## config.mk

```make
export PLATFORM = sky130hd
export DESIGN_NAME = instruction_fetch_unit_flat
export DESIGN_NICKNAME = d
export VERILOG_FILES = /design/src/rtl/instruction_fetch_unit_if.sv /design/src/rtl/instruction_fetch_unit.sv /design/src/flat_wrapper.sv
export SDC_FILE = /design/constraint.sdc
export NUM_CORES = 1
export LEC_CHECK = 0
export CAP_MARGIN = 5
export CELL_PAD_IN_SITES_DETAIL_PLACEMENT = 1
export CELL_PAD_IN_SITES_GLOBAL_PLACEMENT = 1
export CORE_ASPECT_RATIO = 1.1
export CORE_UTILIZATION = 32
export DETAILED_ROUTE_END_ITERATION = 6
export PLACE_DENSITY_LB_ADDON = 0.08
export SYNTH_ARGS = -nofsm -noshare
export SYNTH_HDL_FRONTEND = slang
export SYNTH_SLANG_ARGS = --single-unit
export TNS_END_PERCENT = 10
```

## constraint.sdc

```tcl
create_clock -name clk -period 3.7 [get_ports clk]
set_input_delay 0.37 -clock clk [delete_from_list [all_inputs] [get_ports clk]]
set_output_delay 0.37 -clock clk [all_outputs]
set_load 0.02 [all_outputs]
```

## src/rtl/instruction_fetch_unit_if.sv

```systemverilog
// rtl/instruction_fetch_unit_if.sv - fetch stage bus: imem req/ack, redirect input, fetch output handshake
interface instruction_fetch_unit_if;
   logic        imem_req;
   logic [31:0] imem_addr;
   logic        imem_ack;
   logic [31:0] imem_rdata;
   logic        redirect_valid;
   logic [31:0] redirect_pc;
   logic        fetch_valid;
   logic        fetch_ready;
   logic [31:0] instruction;
   logic [31:0] pc;
   logic [31:0] pcNext;
   logic        misaligned_fault;

   modport master (
      output imem_req, imem_addr, fetch_valid, instruction, pc, pcNext, misaligned_fault,
      input  imem_ack, imem_rdata, redirect_valid, redirect_pc, fetch_ready
   );

   modport slave (
      input  imem_req, imem_addr, fetch_valid, instruction, pc, pcNext, misaligned_fault,
      output imem_ack, imem_rdata, redirect_valid, redirect_pc, fetch_ready
   );
endinterface

```

## src/rtl/instruction_fetch_unit.sv

```systemverilog
// rtl/instruction_fetch_unit.sv - fetch stage: owns the PC, reads imem over req/ack, presents instructions to execute
module instruction_fetch_unit #(
   parameter logic [31:0] RESET_PC = 32'h0000_0000
) (
   input  logic                     clk,
   input  logic                     reset,
   instruction_fetch_unit_if.master bus
);
   localparam logic [31:0] NOP = 32'h0000_0013;

   typedef enum logic [1:0] {FETCH, HOLD, DRAIN, FAULT} state_t;

   state_t      state_q, state_d;
   logic [31:0] pc_q, pc_d;
   logic [31:0] pc_next_q;
   logic [31:0] instr_q, instr_d;
   logic [31:0] pending_q, pending_d;
   logic        valid_q, valid_d;
   logic        fault_q, fault_d;
   logic        redirect_bad;
   logic [31:0] drain_target;

   assign redirect_bad = bus.redirect_pc[1:0] != 2'b00;
   // A redirect arriving in the ack cycle of a drain is newer than the pending one.
   assign drain_target = bus.redirect_valid ? bus.redirect_pc : pending_q;

   always_comb begin
      state_d   = state_q;
      pc_d      = pc_q;
      instr_d   = instr_q;
      pending_d = pending_q;
      valid_d   = valid_q;
      fault_d   = fault_q;
      case (state_q)
         FETCH: begin
            if (bus.imem_ack) begin
               if (bus.redirect_valid) begin
                  if (redirect_bad) state_d = FAULT;
                  else              pc_d    = bus.redirect_pc;
               end else begin
                  instr_d = bus.imem_rdata;
                  valid_d = 1'b1;
                  state_d = HOLD;
               end
            end else if (bus.redirect_valid) begin
               pending_d = bus.redirect_pc;
               state_d   = DRAIN;
            end
         end
         HOLD: begin
            if (bus.redirect_valid) begin
               valid_d = 1'b0;
               if (redirect_bad) begin
                  state_d = FAULT;
               end else begin
                  pc_d    = bus.redirect_pc;
                  state_d = FETCH;
               end
            end else if (bus.fetch_ready) begin
               valid_d = 1'b0;
               pc_d    = pc_q + 32'd4;
               state_d = FETCH;
            end
         end
         DRAIN: begin
            if (bus.imem_ack) begin
               if (drain_target[1:0] != 2'b00) begin
                  state_d = FAULT;
               end else begin
                  pc_d    = drain_target;
                  state_d = FETCH;
               end
            end else if (bus.redirect_valid) begin
               pending_d = bus.redirect_pc;
            end
         end
         FAULT: begin
            state_d = FAULT;
         end
      endcase
      if (state_d == FAULT) begin
         fault_d = 1'b1;
         valid_d = 1'b0;
      end
   end

   always_ff @(posedge clk) begin
      if (reset) begin
         state_q   <= FETCH;
         pc_q      <= RESET_PC;
         pc_next_q <= RESET_PC + 32'd4;
         instr_q   <= NOP;
         pending_q <= 32'h0;
         valid_q   <= 1'b0;
         fault_q   <= 1'b0;
      end else begin
         state_q   <= state_d;
         pc_q      <= pc_d;
         pc_next_q <= pc_d + 32'd4;
         instr_q   <= instr_d;
         pending_q <= pending_d;
         valid_q   <= valid_d;
         fault_q   <= fault_d;
      end
   end

   // Request is held off while reset is asserted so it first rises after release.
   assign bus.imem_req         = !reset && (state_q == FETCH || state_q == DRAIN);
   assign bus.imem_addr        = pc_q;
   assign bus.fetch_valid      = valid_q;
   assign bus.instruction      = instr_q;
   assign bus.pc               = pc_q;
   assign bus.pcNext           = pc_next_q;
   assign bus.misaligned_fault = fault_q;
endmodule

```

## src/flat_wrapper.sv

```systemverilog
// flat-port wrapper written by rule: the top's interface ports become plain ports
module instruction_fetch_unit_flat 
#(
   parameter logic [31:0] RESET_PC = 32'h0000_0000
)
  (clk, reset, bus_imem_req, bus_imem_addr, bus_fetch_valid, bus_instruction, bus_pc, bus_pcNext, bus_misaligned_fault, bus_imem_ack, bus_imem_rdata, bus_redirect_valid, bus_redirect_pc, bus_fetch_ready);
  instruction_fetch_unit_if bus_i ();
  input  logic clk;
  input  logic reset;
  output wire logic [$bits(bus_i.imem_req)-1:0] bus_imem_req;
  output wire logic [$bits(bus_i.imem_addr)-1:0] bus_imem_addr;
  output wire logic [$bits(bus_i.fetch_valid)-1:0] bus_fetch_valid;
  output wire logic [$bits(bus_i.instruction)-1:0] bus_instruction;
  output wire logic [$bits(bus_i.pc)-1:0] bus_pc;
  output wire logic [$bits(bus_i.pcNext)-1:0] bus_pcNext;
  output wire logic [$bits(bus_i.misaligned_fault)-1:0] bus_misaligned_fault;
  input wire logic [$bits(bus_i.imem_ack)-1:0] bus_imem_ack;
  input wire logic [$bits(bus_i.imem_rdata)-1:0] bus_imem_rdata;
  input wire logic [$bits(bus_i.redirect_valid)-1:0] bus_redirect_valid;
  input wire logic [$bits(bus_i.redirect_pc)-1:0] bus_redirect_pc;
  input wire logic [$bits(bus_i.fetch_ready)-1:0] bus_fetch_ready;
  assign bus_imem_req = bus_i.imem_req;
  assign bus_imem_addr = bus_i.imem_addr;
  assign bus_fetch_valid = bus_i.fetch_valid;
  assign bus_instruction = bus_i.instruction;
  assign bus_pc = bus_i.pc;
  assign bus_pcNext = bus_i.pcNext;
  assign bus_misaligned_fault = bus_i.misaligned_fault;
  assign bus_i.imem_ack = bus_imem_ack;
  assign bus_i.imem_rdata = bus_imem_rdata;
  assign bus_i.redirect_valid = bus_redirect_valid;
  assign bus_i.redirect_pc = bus_redirect_pc;
  assign bus_i.fetch_ready = bus_fetch_ready;
  instruction_fetch_unit #(.RESET_PC(RESET_PC)) u_core (.clk(clk), .reset(reset), .bus(bus_i));
endmodule
```

-- Yosys cells after proc, flatten, opt, wreduce, memory -nomap -nowiden
Index checks and enable logic that the tools add are counted.
- $add $sub $neg: 2
- equality and inequality tests: 7
- multiplexer cells: 24
- bitwise operators: 2
- reduce and logical (&&, ||, !) cells: 12
- operators with widths (cell ; count):
    32-bit 2-to-1 mux ; 8
    32-bit case mux with 3 select lines ; 1
    32-bit by 3-bit adder with 32-bit output, second input constant ; 2
    2-bit 2-to-1 mux ; 9
    2-bit case mux with 4 select lines ; 1
    2-bit equality test, second input constant ; 3
    2-bit nonzero test ; 3
    1-bit 2-to-1 mux ; 4
    2-bit inequality test, second input constant ; 2
    4-bit AND reduction ; 1
    2-bit OR reduction ; 2
    3-bit inequality test, second input constant ; 1
    3-bit AND reduction ; 1
    2-bit by 1-bit equality test with 1-bit output, second input constant ; 1
    2-bit logical NOT ; 1
    1-bit inverter ; 2
    1-bit case mux with 2 select lines ; 1
    2-bit AND reduction ; 1
    1-bit logical AND ; 1
    1-bit logical NOT ; 1
    1-bit logical OR ; 1
- register bits: 132
- input bits: 69
- word-level logic and storage cells: 54

-- Logic depth before layout (Yosys ltp)
Gate-level depths: netlist of run 1.
- depth in word-level cells: 7
- depth in mapped cells: 17
- gate-level depth less buffers: 11

-- Least setup slack after synthesis of run 1
Ideal clock, no wire load.
- path kind: input -> register
- start point: in bus_redirect_valid
- end point: reg u_core.pc_next_q[28], in the netlist u_core.bus.pcNext[28]
- arrival: 3.541 ns
- data required time: 3.577 ns
- slack: 0.035 ns
- stages on the path: 17
- cells stage by stage: buf_4 -> buf_6 -> buf_2 -> buf_2 -> buf_2 -> nor4bb_1 -> a32o_1 -> a221o_1 -> a21oi_1 -> inv_1 -> ha_1 -> o211ai_1 -> nor4_4 -> or4b_1 -> buf_2 -> nor4_1 -> mux2_1
- word-level cells in the longest chain between the ends: 6
- elaborated cells on any way between the ends: 9
- those cells by class: add/sub: 1; mux: 7; reduce/logical: 1
- ends and longest elaborated chain (element ; line ; source):
    start: declaration ; flat_wrapper.sv:19 ; input wire logic [$bits(bus_i.redirect_valid)-1:0] bus_redirect_valid;
    32-bit 2-to-1 mux ; - ;
    2-bit nonzero test ; instruction_fetch_unit.sv:67 ; if (drain_target[1:0] != 2'b00) begin
    32-bit 2-to-1 mux ; instruction_fetch_unit.sv:67 ;
    32-bit 2-to-1 mux ; instruction_fetch_unit.sv:66 ; if (bus.imem_ack) begin
    32-bit case mux with 3 select lines (*) ; instruction_fetch_unit.sv:34 ; case (state_q)
    via u_core.pc_d[3] ; instruction_fetch_unit.sv:14 ; logic [31:0] pc_q, pc_d;
    32-bit by 3-bit adder with 32-bit output (*) ; instruction_fetch_unit.sv:99 ; pc_next_q <= pc_d + 32'd4;
    end signal: assignment ; instruction_fetch_unit.sv:91 ; pc_next_q <= RESET_PC + 32'd4;
    end signal: assignment ; instruction_fetch_unit.sv:99 ;
    end: declaration ; instruction_fetch_unit.sv:15 ; logic [31:0] pc_next_q;
Mark *: on every way through the listed nets, which the timed path passes. The rest lies on a longest branch.
A chain may end at the register's enable or synchronous reset.

-- Worst setup path after layout of run 1
- start point: in bus_redirect_pc[1]
- end point: reg u_core.pc_next_q[29], in the netlist u_core.bus.pcNext[29]
- word-level cells in the longest chain between the ends: 6
- elaborated cells on any way between the ends: 11
- those cells by class: add/sub: 1; mux: 8; reduce/logical: 2
- ends and longest elaborated chain (element ; line ; source):
    start: declaration ; flat_wrapper.sv:20 ; input wire logic [$bits(bus_i.redirect_pc)-1:0] bus_redirect_pc;
    32-bit 2-to-1 mux or 2-bit nonzero test (tied branches) ; - ;
    2-bit nonzero test or 32-bit 2-to-1 mux (tied branches) ; instruction_fetch_unit.sv:67, instruction_fetch_unit.sv:38, instruction_fetch_unit.sv:53 ;
    32-bit 2-to-1 mux (on tied branches) ; instruction_fetch_unit.sv:67, instruction_fetch_unit.sv:37 ;
    32-bit 2-to-1 mux (on tied branches) ; instruction_fetch_unit.sv:66, instruction_fetch_unit.sv:36 ;
    32-bit case mux with 3 select lines (*) ; instruction_fetch_unit.sv:34 ;
    32-bit by 3-bit adder with 32-bit output (*) ; instruction_fetch_unit.sv:99 ;
Every way passes the cells marked *; elsewhere a longest branch is shown, timed or not.

==> out/results.tsv, run 1 <==
metric	value	unit
number of fill cells in the layout	2763	
critical path data arrival time	3.88	ns
DRT iter0 DRCs	496	
commonest cells after routing, fill and taps aside	clkdlybuf4s50_1 (197), nand2_1 (175), buf_4 (144), dfxtp_1 (129), a21oi_1 (91)	
Tot GR Track Use	26.14	%
Crit Path Max Fanout	6	
Synth top area share	35.12	%
type of the worst setup path	input port to register	
fin crit period	3.557	ns
peak supply drop	298.7	uV
Detailed Routing Iterations Pass 1	7	
H-Tree Depth	4	
post-cts hold buffer count	0	
Post-CTS Resized	0	
GPL Wtd Cong	0.9311	
setup violators final	0	
endpoints failing hold	0	
# rows	58	
Netlist Area Pre-Place	7411	um2
post-synthesis net count	1032	
PortBufs	199	
post-synth top area cell	dfxtp_1	
DR WL/cell	20.03	um
number of global-route vias before repair	8494	
worst slew pin tran	0.7846	ns
via-per-instance ratio	5.450	
core area	22790	um2
Worst setup EP type	register	
Register Area	2604	um2
post-synthesis sequential area ratio	35.12	%
die area	23770	um2
Setup TNS	0	ns
Power Density	398.8	nW/um2
DP Wirelength	22820	um
Max Cap Viol	0	
depth of the worst register-to-register path	9	
Hold Crit Depth	2	
area delta synth->final	47.61	%
vias after detailed routing	8361	
Synth async-reset ratio	0	%
Ant. Diodes	0	
total power draw	4363	uW
area occupied by multi-input gates	4242	um2
headroom to the max-slew limit	47.64	%
io pins	200	
RSZ-0062 raised after global routing	false	
final net count	1292	
HP Class	input port to register	
max-slew violations	0	
die height	161.6	um
Static Leakage	0.004067	uW
global-route wire length before repair	47740	um
post-route ant nets	0	
cells taking the most area after synthesis	dfxtp_1 (35%), nand2_1 (8.9%), a21oi_1 (6.1%), buf_4 (3.6%), nor2_1 (3.6%)	
clk_skew	0.01257	ns
layout cell share with drive strength beyond 1	17.50	%
Req. time, crit path	4.02	ns
Post-Syn Instances	961	
Clock Sinks	130	
worst-case clock buffer depth	2	
number of synthesized flops with an enable pin	0	
TritonCTS clock tree	yes	
chip width	147.1	um
later-pin clock latency in the skew report	0.43	ns
status	finished, final reports clean	
Post-route DRC	0	
Fmax	0.2811	GHz
# Post-CTS Setup Buffers	0	
Final period util	96.15	%
crit path launch type	input port	
grt total ovfl	0	
most common cell after layout, fill and taps aside	clkdlybuf4s50_1	
antenna violations before repair	0	
synthesized flop and latch total	130	
Netlist cell types	86	
Initial Utilization	32.52	%
total wire length	30720	um
syn_area_per_cell	7.712	um2
root buffer selected by CTS	clkbuf_16	
Num CTS Buffers	17	
pin count of the biggest net entering global routing	51	
Synthesis Warnings	0	
Primary FF master, synth	dfxtp_1	
clk slew on worst S/H paths	0.07	ns
## cell families after synthesis
logic type	count (synthesis)	synth area share, %
buf+inv	118	8.188
xor+xnor	20	2.364
compound gates	244	21.83
simple gates	423	28.63
fa+ha+maj	2	0.3376
flops	130	35.12
mux	24	3.529
## area by class of cell
type                    instances  area share, %
well taps                     300          3.431
flip-flops and latches        130          23.80
clock inverters                15          1.418
repair buffers                343          28.14
inverters                      16         0.5490
clock buffers                  17          3.889
multi-input cells             713          38.77
## worst max-delay path, stage by stage
cell and delay [ns]:
clkdlybuf4s50_1 0.57, and4bb_1 0.26, nor2_1 0.41, buf_4 0.20
o2bb2ai_1 0.10, a222oi_1 0.15, a21oi_1 0.30, nand4_1 0.18
or4_1 0.65, nor4_1 0.33, mux2_1 0.35
## final timing paths
path | slack [ns] | to | start
setup / recovery | 0.14 | u_core.bus.pcNext[29] | bus_redirect_pc[1]
hold / removal | 0.37 | u_core.bus.imem_addr[30] | reset
setup reg to reg | 0.19 | u_core.bus.pcNext[29] | u_core.bus.imem_addr[4]
hold reg to reg | 0.45 | u_core.bus.instruction[9] | u_core.bus.instruction[9]
## synth_stat cells, types with 7 or more instances
| master | instances |
|---|---|
| inv_1 | 16 |
| and3_1 | 13 |
| mux2_2 | 8 |
| o31a_1 | 7 |
| clkbuf_1 | 45 |
| nor2_1 | 71 |
| nand4_1 | 15 |
| xor2_1 | 9 |
| a222oi_1 | 7 |
| mux2i_1 | 9 |
| dfxtp_1 | 130 |
| buf_2 | 17 |
| a31oi_1 | 16 |
| buf_4 | 36 |
| xnor2_1 | 11 |
| nand3_1 | 28 |
| nor4_1 | 13 |
| nand2_1 | 175 |
| o211ai_1 | 10 |
| nand2b_1 | 7 |
| nor2b_1 | 16 |
| o21ai_0 | 27 |
| nor3_1 | 27 |
| a21oi_1 | 91 |
## routing by layer
metal | wire [um] | up-vias | share of wire, % | global-route usage, %
met1 | 13280 | 4112 | 43 | 31.61
met4 | 903 | 0 | 2.9 | 10.03
met2 | 15310 | 238 | 50 | 46.25
li1 | - | 3959 | - | -
met3 | 1234 | 52 | 4.0 | 4.011
met5 | 0 | - | 0 | 0
## sequential cells by signal (all words and copies together) (netlist names), named ones only
| signal | flops |
|---|---|
| u_core.bus.instruction | 32 |
| u_core.pending_q | 32 |
| u_core.bus.imem_addr | 30 |
| u_core.state_q | 2 |
| u_core.bus.fetch_valid | 1 |
| u_core.bus.pcNext | 30 |
| u_core.bus.misaligned_fault | 1 |
## metrics by stage
stage               setup slack, ns  cell area [um2]  hold WS, ns  utilization (%)  cells
floorplan                   0.03535             7411       0.4338                -    961
global placement            -0.2703            10330       0.4413            45.32   1502
detailed placement          -0.3110            10330       0.4477            45.32   1502
CTS                          0.1290            10910       0.3641            47.87   1534
global route               0.002842            10940       0.3814            48.01   1534
finish                       0.1426            10940       0.3737            48.01   1534
## report_power, final
group          internal [uW]  switching [uW]
clock network            906             810
logic                    494             594
registers               1480            74.9
Note: power is estimated with default switching activity, not from simulation.
==> run 2: changes to the inputs <==
--- a/config.mk
+++ b/config.mk
@@ -5,6 +5,7 @@
 export SDC_FILE = /design/constraint.sdc
 export NUM_CORES = 1
 export LEC_CHECK = 0
+export ABC_AREA = 0
 export CAP_MARGIN = 5
 export CELL_PAD_IN_SITES_DETAIL_PLACEMENT = 1
 export CELL_PAD_IN_SITES_GLOBAL_PLACEMENT = 1
==> results of run 2 <==
No change in the layout: final DEF, timing and power equal those of run 1.
